==> config.mk <==
export PLATFORM = sky130hd
export DESIGN_NAME = ifetch_stage
export DESIGN_NICKNAME = d
export VERILOG_FILES = /design/src/rtl/ifetch_stage.sv
export SDC_FILE = /design/constraint.sdc
export NUM_CORES = 1
export LEC_CHECK = 0
export BUFFER_PORTS_ARGS = -buffer_cell sky130_fd_sc_hd__buf_2
export CAP_MARGIN = 10
export CORE_MARGIN = 2
export CORE_UTILIZATION = 50
export CTS_BUF_LIST = sky130_fd_sc_hd__clkbuf_4
export DETAILED_ROUTE_END_ITERATION = 16
export GPL_TIMING_DRIVEN = 1
export PLACE_DENSITY = 0.76
export SYNTH_ARGS = -nofsm -noshare
export SYNTH_HDL_FRONTEND = slang
export SYNTH_SLANG_ARGS = --single-unit
==> constraint.sdc <==
create_clock -name clk -period 3.8 [get_ports clk]
set_input_delay 0.38 -clock clk [delete_from_list [all_inputs] [get_ports clk]]
set_output_delay 0.38 -clock clk [all_outputs]
set_load 0.02 [all_outputs]
==> src/rtl/ifetch_stage.sv <==
// ifetch_stage: PC, in-order imem fetch, output FIFO to decode; `MISALIGN_CHK_EN enables misaligned-redirect fault
module ifetch_stage #(
  parameter logic [31:0] RESET_PC = 32'h0000_0000,
  parameter int          DEPTH    = 2
) (
  input  logic        clk,
  input  logic        rst_n,
  input  logic        fetch_en,
  input  logic        redirect_valid,
  input  logic [31:0] redirect_pc,
  output logic        imem_req,
  output logic [31:0] imem_addr,
  input  logic        imem_gnt,
  input  logic        imem_rvalid,
  input  logic [31:0] imem_rdata,
  output logic        id_valid,
  input  logic        id_ready,
  output logic [31:0] id_instr,
  output logic [31:0] id_pc,
  output logic        fetch_fault
);
  localparam logic [2:0] DEPTH_C = 3'(DEPTH);
  logic [31:0] pc;
  logic [2:0]  outstanding, out_next, discard, count;
  logic [1:0]  wr_ptr, rd_ptr, tag_wr, tag_rd;
  logic [31:0] tag_q [4];
  logic [31:0] fifo_pc [4];
  logic [31:0] fifo_instr [4];
  logic [3:0]  in_use;
  logic        fault, grant, drop, push, pop;

  function automatic logic [1:0] inc(input logic [1:0] p);
    return (p == 2'(DEPTH - 1)) ? 2'd0 : p + 2'd1;
  endfunction

  // Credit covers both in-flight words and buffered entries, so the FIFO can never overflow
  assign in_use      = {1'b0, outstanding} + {1'b0, count};
  assign imem_req    = fetch_en & ~redirect_valid & ~fault & (in_use < {1'b0, DEPTH_C});
  assign imem_addr   = pc;
  assign grant       = imem_req & imem_gnt;
  assign drop        = imem_rvalid & (discard != 3'd0);
  assign push        = imem_rvalid & ~drop & ~redirect_valid;
  assign pop         = id_valid & id_ready & ~redirect_valid;
  assign out_next    = outstanding + {2'b0, grant} - {2'b0, imem_rvalid};
  assign id_valid    = count != 3'd0;
  assign id_pc       = fifo_pc[rd_ptr];
  assign id_instr    = fifo_instr[rd_ptr];
  assign fetch_fault = fault;

  // PC advance, in-flight accounting and old-stream discard count on redirect
  always_ff @(posedge clk or negedge rst_n)
    if (!rst_n) begin
      pc          <= RESET_PC;
      outstanding <= '0;
      discard     <= '0;
      tag_wr      <= '0;
      tag_rd      <= '0;
      for (int i = 0; i < 4; i++) tag_q[i] <= '0;
    end else begin
      outstanding <= out_next;
      if (grant) tag_q[tag_wr] <= pc;
      if (grant) tag_wr <= inc(tag_wr);
      if (imem_rvalid) tag_rd <= inc(tag_rd);
      if (redirect_valid) begin
        pc      <= redirect_pc & ~32'd3;
        discard <= out_next;
      end else begin
        if (grant) pc <= pc + 32'd4;
        if (drop) discard <= discard - 3'd1;
      end
    end

  // Output FIFO: responses tagged with their fetch PC, flushed on redirect
  always_ff @(posedge clk or negedge rst_n)
    if (!rst_n) begin
      count  <= '0;
      wr_ptr <= '0;
      rd_ptr <= '0;
      for (int i = 0; i < 4; i++) begin
        fifo_pc[i]    <= '0;
        fifo_instr[i] <= '0;
      end
    end else if (redirect_valid) begin
      count  <= '0;
      wr_ptr <= '0;
      rd_ptr <= '0;
    end else begin
      if (push) begin
        fifo_pc[wr_ptr]    <= tag_q[tag_rd];
        fifo_instr[wr_ptr] <= imem_rdata;
        wr_ptr             <= inc(wr_ptr);
      end
      if (pop) rd_ptr <= inc(rd_ptr);
      count <= count + {2'b0, push} - {2'b0, pop};
    end

`ifdef MISALIGN_CHK_EN
  // Sticky fault set by a misaligned redirect, cleared by the next aligned one
  always_ff @(posedge clk or negedge rst_n)
    if (!rst_n) fault <= 1'b0;
    else if (redirect_valid) fault <= |redirect_pc[1:0];
`else
  assign fault = 1'b0;
`endif

  a_no_spurious_rvalid: assert property (@(posedge clk) disable iff (!rst_n) imem_rvalid |-> outstanding != 3'd0);
  a_outstanding_bound: assert property (@(posedge clk) disable iff (!rst_n) outstanding <= DEPTH_C);
endmodule

; Word-level counts from Yosys, hierarchy flattened
; Cells that the tools add are included.
[op_classes]
addsub = 11
n_mul = 0
div = 0
order_cmp = 7
eq_ne = 4
n_shift = 0
n_mux = 29
n_bitwise = 14
reduce_logical = 9
[ops]
columns = operator, n
row1 = $bwmux W128, 3
row2 = $mux W32, 10
row3 = $bmux W32 S2, 3
row4 = $demux W32 S2, 2
row5 = $add A32 B3 Y32 const B, 1
row6 = $mux W2, 8
row7 = $ge A3 B3 Y1 const B, 4
row8 = $not A2 Y3, 4
row9 = $mux W3, 3
row10 = $add A2 B1 Y2 const B, 4
row11 = $and A1 B1 Y1, 8
row12 = $eq A2 B1 Y1 const B, 4
row13 = $reduce_bool A2 Y1, 4
row14 = $add A3 B1 Y3, 2
row15 = $lt A3 B1 Y1 const B, 2
row16 = $reduce_bool A3 Y1, 2
row17 = $sub A3 B1 Y3, 2
row18 = $add A3 B3 Y4, 1
row19 = $lt A4 B2 Y1 const B, 1
row20 = $sub A3 B1 Y3 const B, 1
row21 = $logic_and A1 B1 Y1, 2
row22 = $not A1 Y1, 2
row23 = $reduce_and A2 Y1, 1
[totals]
ff_bits = 433
latchBits = 0
ram_bits = 0
mem_bits_ro = 0
out_inout_bits = 99
elab_cells = 94
mem_count = 0

; Longest topological paths before layout
[logic_depth]
ltp_word = 8
ltp_mapped = 14

; Worst setup path after synthesis
; Ideal clock, no wire load.
[synth_path]
path_kind = register -> register
startpoint = register count[1]
endpoint = register discard[2]
setup_time_ns = 0.133
arrival_ns = 2.769
setup_slack_ns = 0.898
path_stages_with_launch = 15
cell_sequence = dfrtp_1 inv_1 fa_1 and4b_1 o2111a_1 buf_4 inv_2 ha_1 inv_1 ha_1 fa_1 xnor2_1 xnor2_1 nand2_1 o21ai_0
[synth_between]
elab_chain_len = 7
[synth_rtl]
columns = item, line
row1 = from (decl), 24  ; logic [2:0] outstanding, out_next, discard, count;
row2 = from (signal assigned), 94  ; count <= count + {2'b0, push} - {2'b0, pop};
row3 = $add A3 B3 Y4, 37  ; assign in_use = {1'b0, outstanding} + {1'b0, count};
row4 = $lt A4 B2 Y1, 38  ; assign imem_req = fetch_en & ~redirect_valid & ~fault & (in_use < {1'b0, DEPTH_C});
row5 = $and A1 B1 Y1, 38
row6 = $and A1 B1 Y1, 40  ; assign grant = imem_req & imem_gnt;
row7 = $add A3 B1 Y3, 44  ; assign out_next = outstanding + {2'b0, grant} - {2'b0, imem_rvalid};
row8 = $sub A3 B1 Y3, 44
row9 = net out_next[2], 24
row10 = $mux W3, 64  ; if (redirect_valid) begin
row11 = to (signal assigned), 66  ; discard <= out_next;
row12 = to (signal assigned), 69  ; if (drop) discard <= discard - 3'd1;
row13 = to (decl), 24
; The timed path passes the listed nets, and every way through them passes these cells.
; A chain may end at the register's enable or synchronous reset.

; Final worst setup path
; Ends and elaborated chain as after synthesis.

==> summary.txt <==
Initial Utilization -> 50.87%
Final hold violation count -> 0
Fin crit share -> 84.54%
Synth cell types -> 49
CP required -> 4.50 ns
Number of remaining DRC errors -> 0
Synth top area share -> 55.76%
Core area -> 0.03661 mm^2
RD Place Congestion -> 0.8042
Status -> finished clean
H-tree Lvls -> 3
Setup Fix Bufs, Post-CTS -> 0
GRT Residual Overflow -> 0
First-pass GRT wire length -> 66.76 mm
CP Capture Type -> flop
Type of the worst min-delay path -> input pin to async pin
Max-slew headroom -> 32.02%
Clock Skews -> 0.04693 ns
Vias in the first global route -> 12,567
Avg Cell Area, Syn -> 15.61 um^2
Pleak -> 10.84 nW
R2r setup slk -> 0.59 ns
Via-to-Cell Ratio -> 5.619
CP arrival -> 3.91 ns
Final Max Slew Viols -> 0
CTS sink cnt -> 415
Max IR drop VDD -> 0.2581 mV
Routed len/inst -> 20.19 um
GRT Util Overall -> 22.05%
Synth Flop Type -> dfrtp_1
Count leader, synth -> dfrtp_1
1st-pass router iterations -> 6
Worst-path clk slew -> 0.06 ns
Synth Area in Compound Gates -> 1.471%
# hold bufs at CTS -> 66
Worst-Margin Slew -> 1.020 ns
PwrDens -> 612.1 mW/mm^2
DIE AREA -> 0.03881 mm^2
FMAX -> 311.3 MHz
DR vias -> 11,452
Clock Latency Late Sink -> 0.78 ns
Final #Nets -> 1,569
Deepest clock path buffer count -> 3
Sum of negative setup slack -> 0 ns
CTS tree -> done
Post-DRT Antenna Nets -> 0
WHS -> 0.2725 ns
Share of cells above drive strength 1 -> 54.44%
Slowest CP cell -> fa_1
CP cell instances -> inv_1 > fa_1 > and4b_1 > o2111a_1 > inv_2 > ha_1 > inv_1 > ha_1 > fa_1 > xnor2_1 > xnor2_1 > nand2_1 > o21ai_0
Simple logic cell fraction of the synthesized area -> 3.728%
Synth-to-layout area growth -> 18.56%
Asr flop ratio synth -> 100.0%
Post-synth top area cell -> dfrtp_1
Worst Setup Start Kind -> flop
WS Path Type -> flop to flop
Crit path max fanout -> 9
Pin count of the biggest net entering global routing -> 126
CTS root buf -> clkbuf_4
Drt first-iter violations -> 636
Number of synthesis warnings -> 0
Top-Level Pins -> 170
Mapped Cells -> 1,193
IO Port Bufs -> 162
Syn Std Cell Area -> 0.01863 mm^2
Post-cts resize count -> 0
Slowest stage delay, CP -> 0.54 ns
Top cells by area, synth -> dfrtp_1, mux2_2, mux4_2, mux2_4, xor2_1
Largest family of logic cells by synthesized area -> multiplexers
Chip width -> 197.0 um
Crit path time final -> 3.213 ns
Setup violators final -> 0
DP Wirelength -> 26.07 mm
Site Rows -> 70
#FFs+latches synth -> 415
CTS Buf Count -> 108
Antenna violations before repair -> 2
# fillers -> 2,775
Mux contribution to synthesized area -> 33.85%
Post-Route WL -> 41.14 mm
Fraction of the mapped netlist area in adder cells -> 0.9270%
Top cells by count, synth -> dfrtp_1, mux2_2, mux4_2
Sequential fraction of the synthesis area -> 55.76%
Synth Area in XOR/XNOR -> 1.552%
Max-Cap Viols -> 0
RSZ-0062 raised after global routing -> false
EDFF count, synth -> 0
Die Ht -> 197.0 um
sequential cells by signal (all words and copies together) (netlist names):
name,count
count,3
discard,3
fifo_instr,128
fifo_pc,120
imem_addr,30
outstanding,3
rd_ptr,2
tag_q,120
tag_rd,2
tag_wr,2
wr_ptr,2
critical path: cells and delay by family, from the launching register on:
family	cells	cell delay, ns
adder cells (fa/ha/maj)	4	1.38
AO/OA/AOI/OAI	2	0.48
flip-flops	1	0.41
XOR/XNOR	2	0.35
AND/OR/NAND/NOR	2	0.31
buffers and inverters	3	0.22
cells by family after synthesis:
group | after synthesis
AND/OR/NAND/NOR | 129
flip-flops | 415
XOR/XNOR | 33
AO/OA/AOI/OAI | 46
adder cells (fa/ha/maj) | 12
multiplexers | 458
buffers and inverters | 99
other | 1
placed cells by master (no fill, tap or decap), drive strengths merged, types with 3 or more instances in the layout:
cell type / n
and3: 5
buf: 198
clkbuf: 180
clkinv: 6
conb: 5
dfrtp: 415
diode: 3
dlygate4sd3: 66
fa: 3
ha: 9
inv: 18
mux2: 365
mux4: 92
nand2: 46
nand3: 22
nand3b: 3
nand4: 15
nor2: 11
nor3: 6
nor4: 3
o211ai: 6
o21ai: 32
or3: 5
xnor2: 12
xor2: 21
area by class of cell:
| class | count | area [um^2] | share of cell area (%) |
|---|---|---|---|
| sequential | 415 | 10390 | 47.06 |
| multi-input combinational | 683 | 7786 | 35.26 |
| timing repair buffer | 264 | 1839 | 8.329 |
| clock buffer | 180 | 1351 | 6.119 |
| tap | 468 | 585.6 | 2.652 |
| clock inverter | 11 | 67.56 | 0.3060 |
| inverter | 14 | 52.55 | 0.2380 |
| antenna | 3 | 7.507 | 0.03400 |
final timing paths:
check                          startpoint               to  cells after the start
min reg2reg                     tag_q[73]        tag_q[73]                      2
min                                 rst_n  fifo_instr[114]                      2
min in group clk           redirect_pc[2]     imem_addr[2]                      4
max                              count[1]       discard[2]                     13
max reg2reg                      count[1]       discard[2]                     13
max in group asynchronous           rst_n         tag_q[4]                      4
power by group:
part | total (mW) | internal [mW] | switching (mW)
combinational | 3.81 | 1.98 | 1.83
sequential | 5.78 | 5.18 | 0.600
clock | 3.93 | 2.17 | 1.75
metrics by stage:
step	utilization (%)	power [mW]	worst slack (ns)	instance area, um^2	std cells
6_report	60.32	13.52	0.5874	22080	2038
3_3_place_gp	54.62	9.499	0.6163	20000	1778
5_1_grt	60.32	14.31	0.3816	22080	2038
3_5_place_dp	54.62	9.642	0.5722	20000	1778
4_1_cts	60.30	13.69	0.5712	22070	2035
2_1_floorplan	-	8.428	0.8975	18640	1197
per-layer routing:
metal	wire length [um]	vias to the layer above	GRT usage, %
met5	0	-	0
met1	17960	6009	29.09
met4	755	0	7.519
met3	2205	60	5.339
li1	-	5065	-
met2	20210	318	36.06
(Power assumes the default switching activity.)
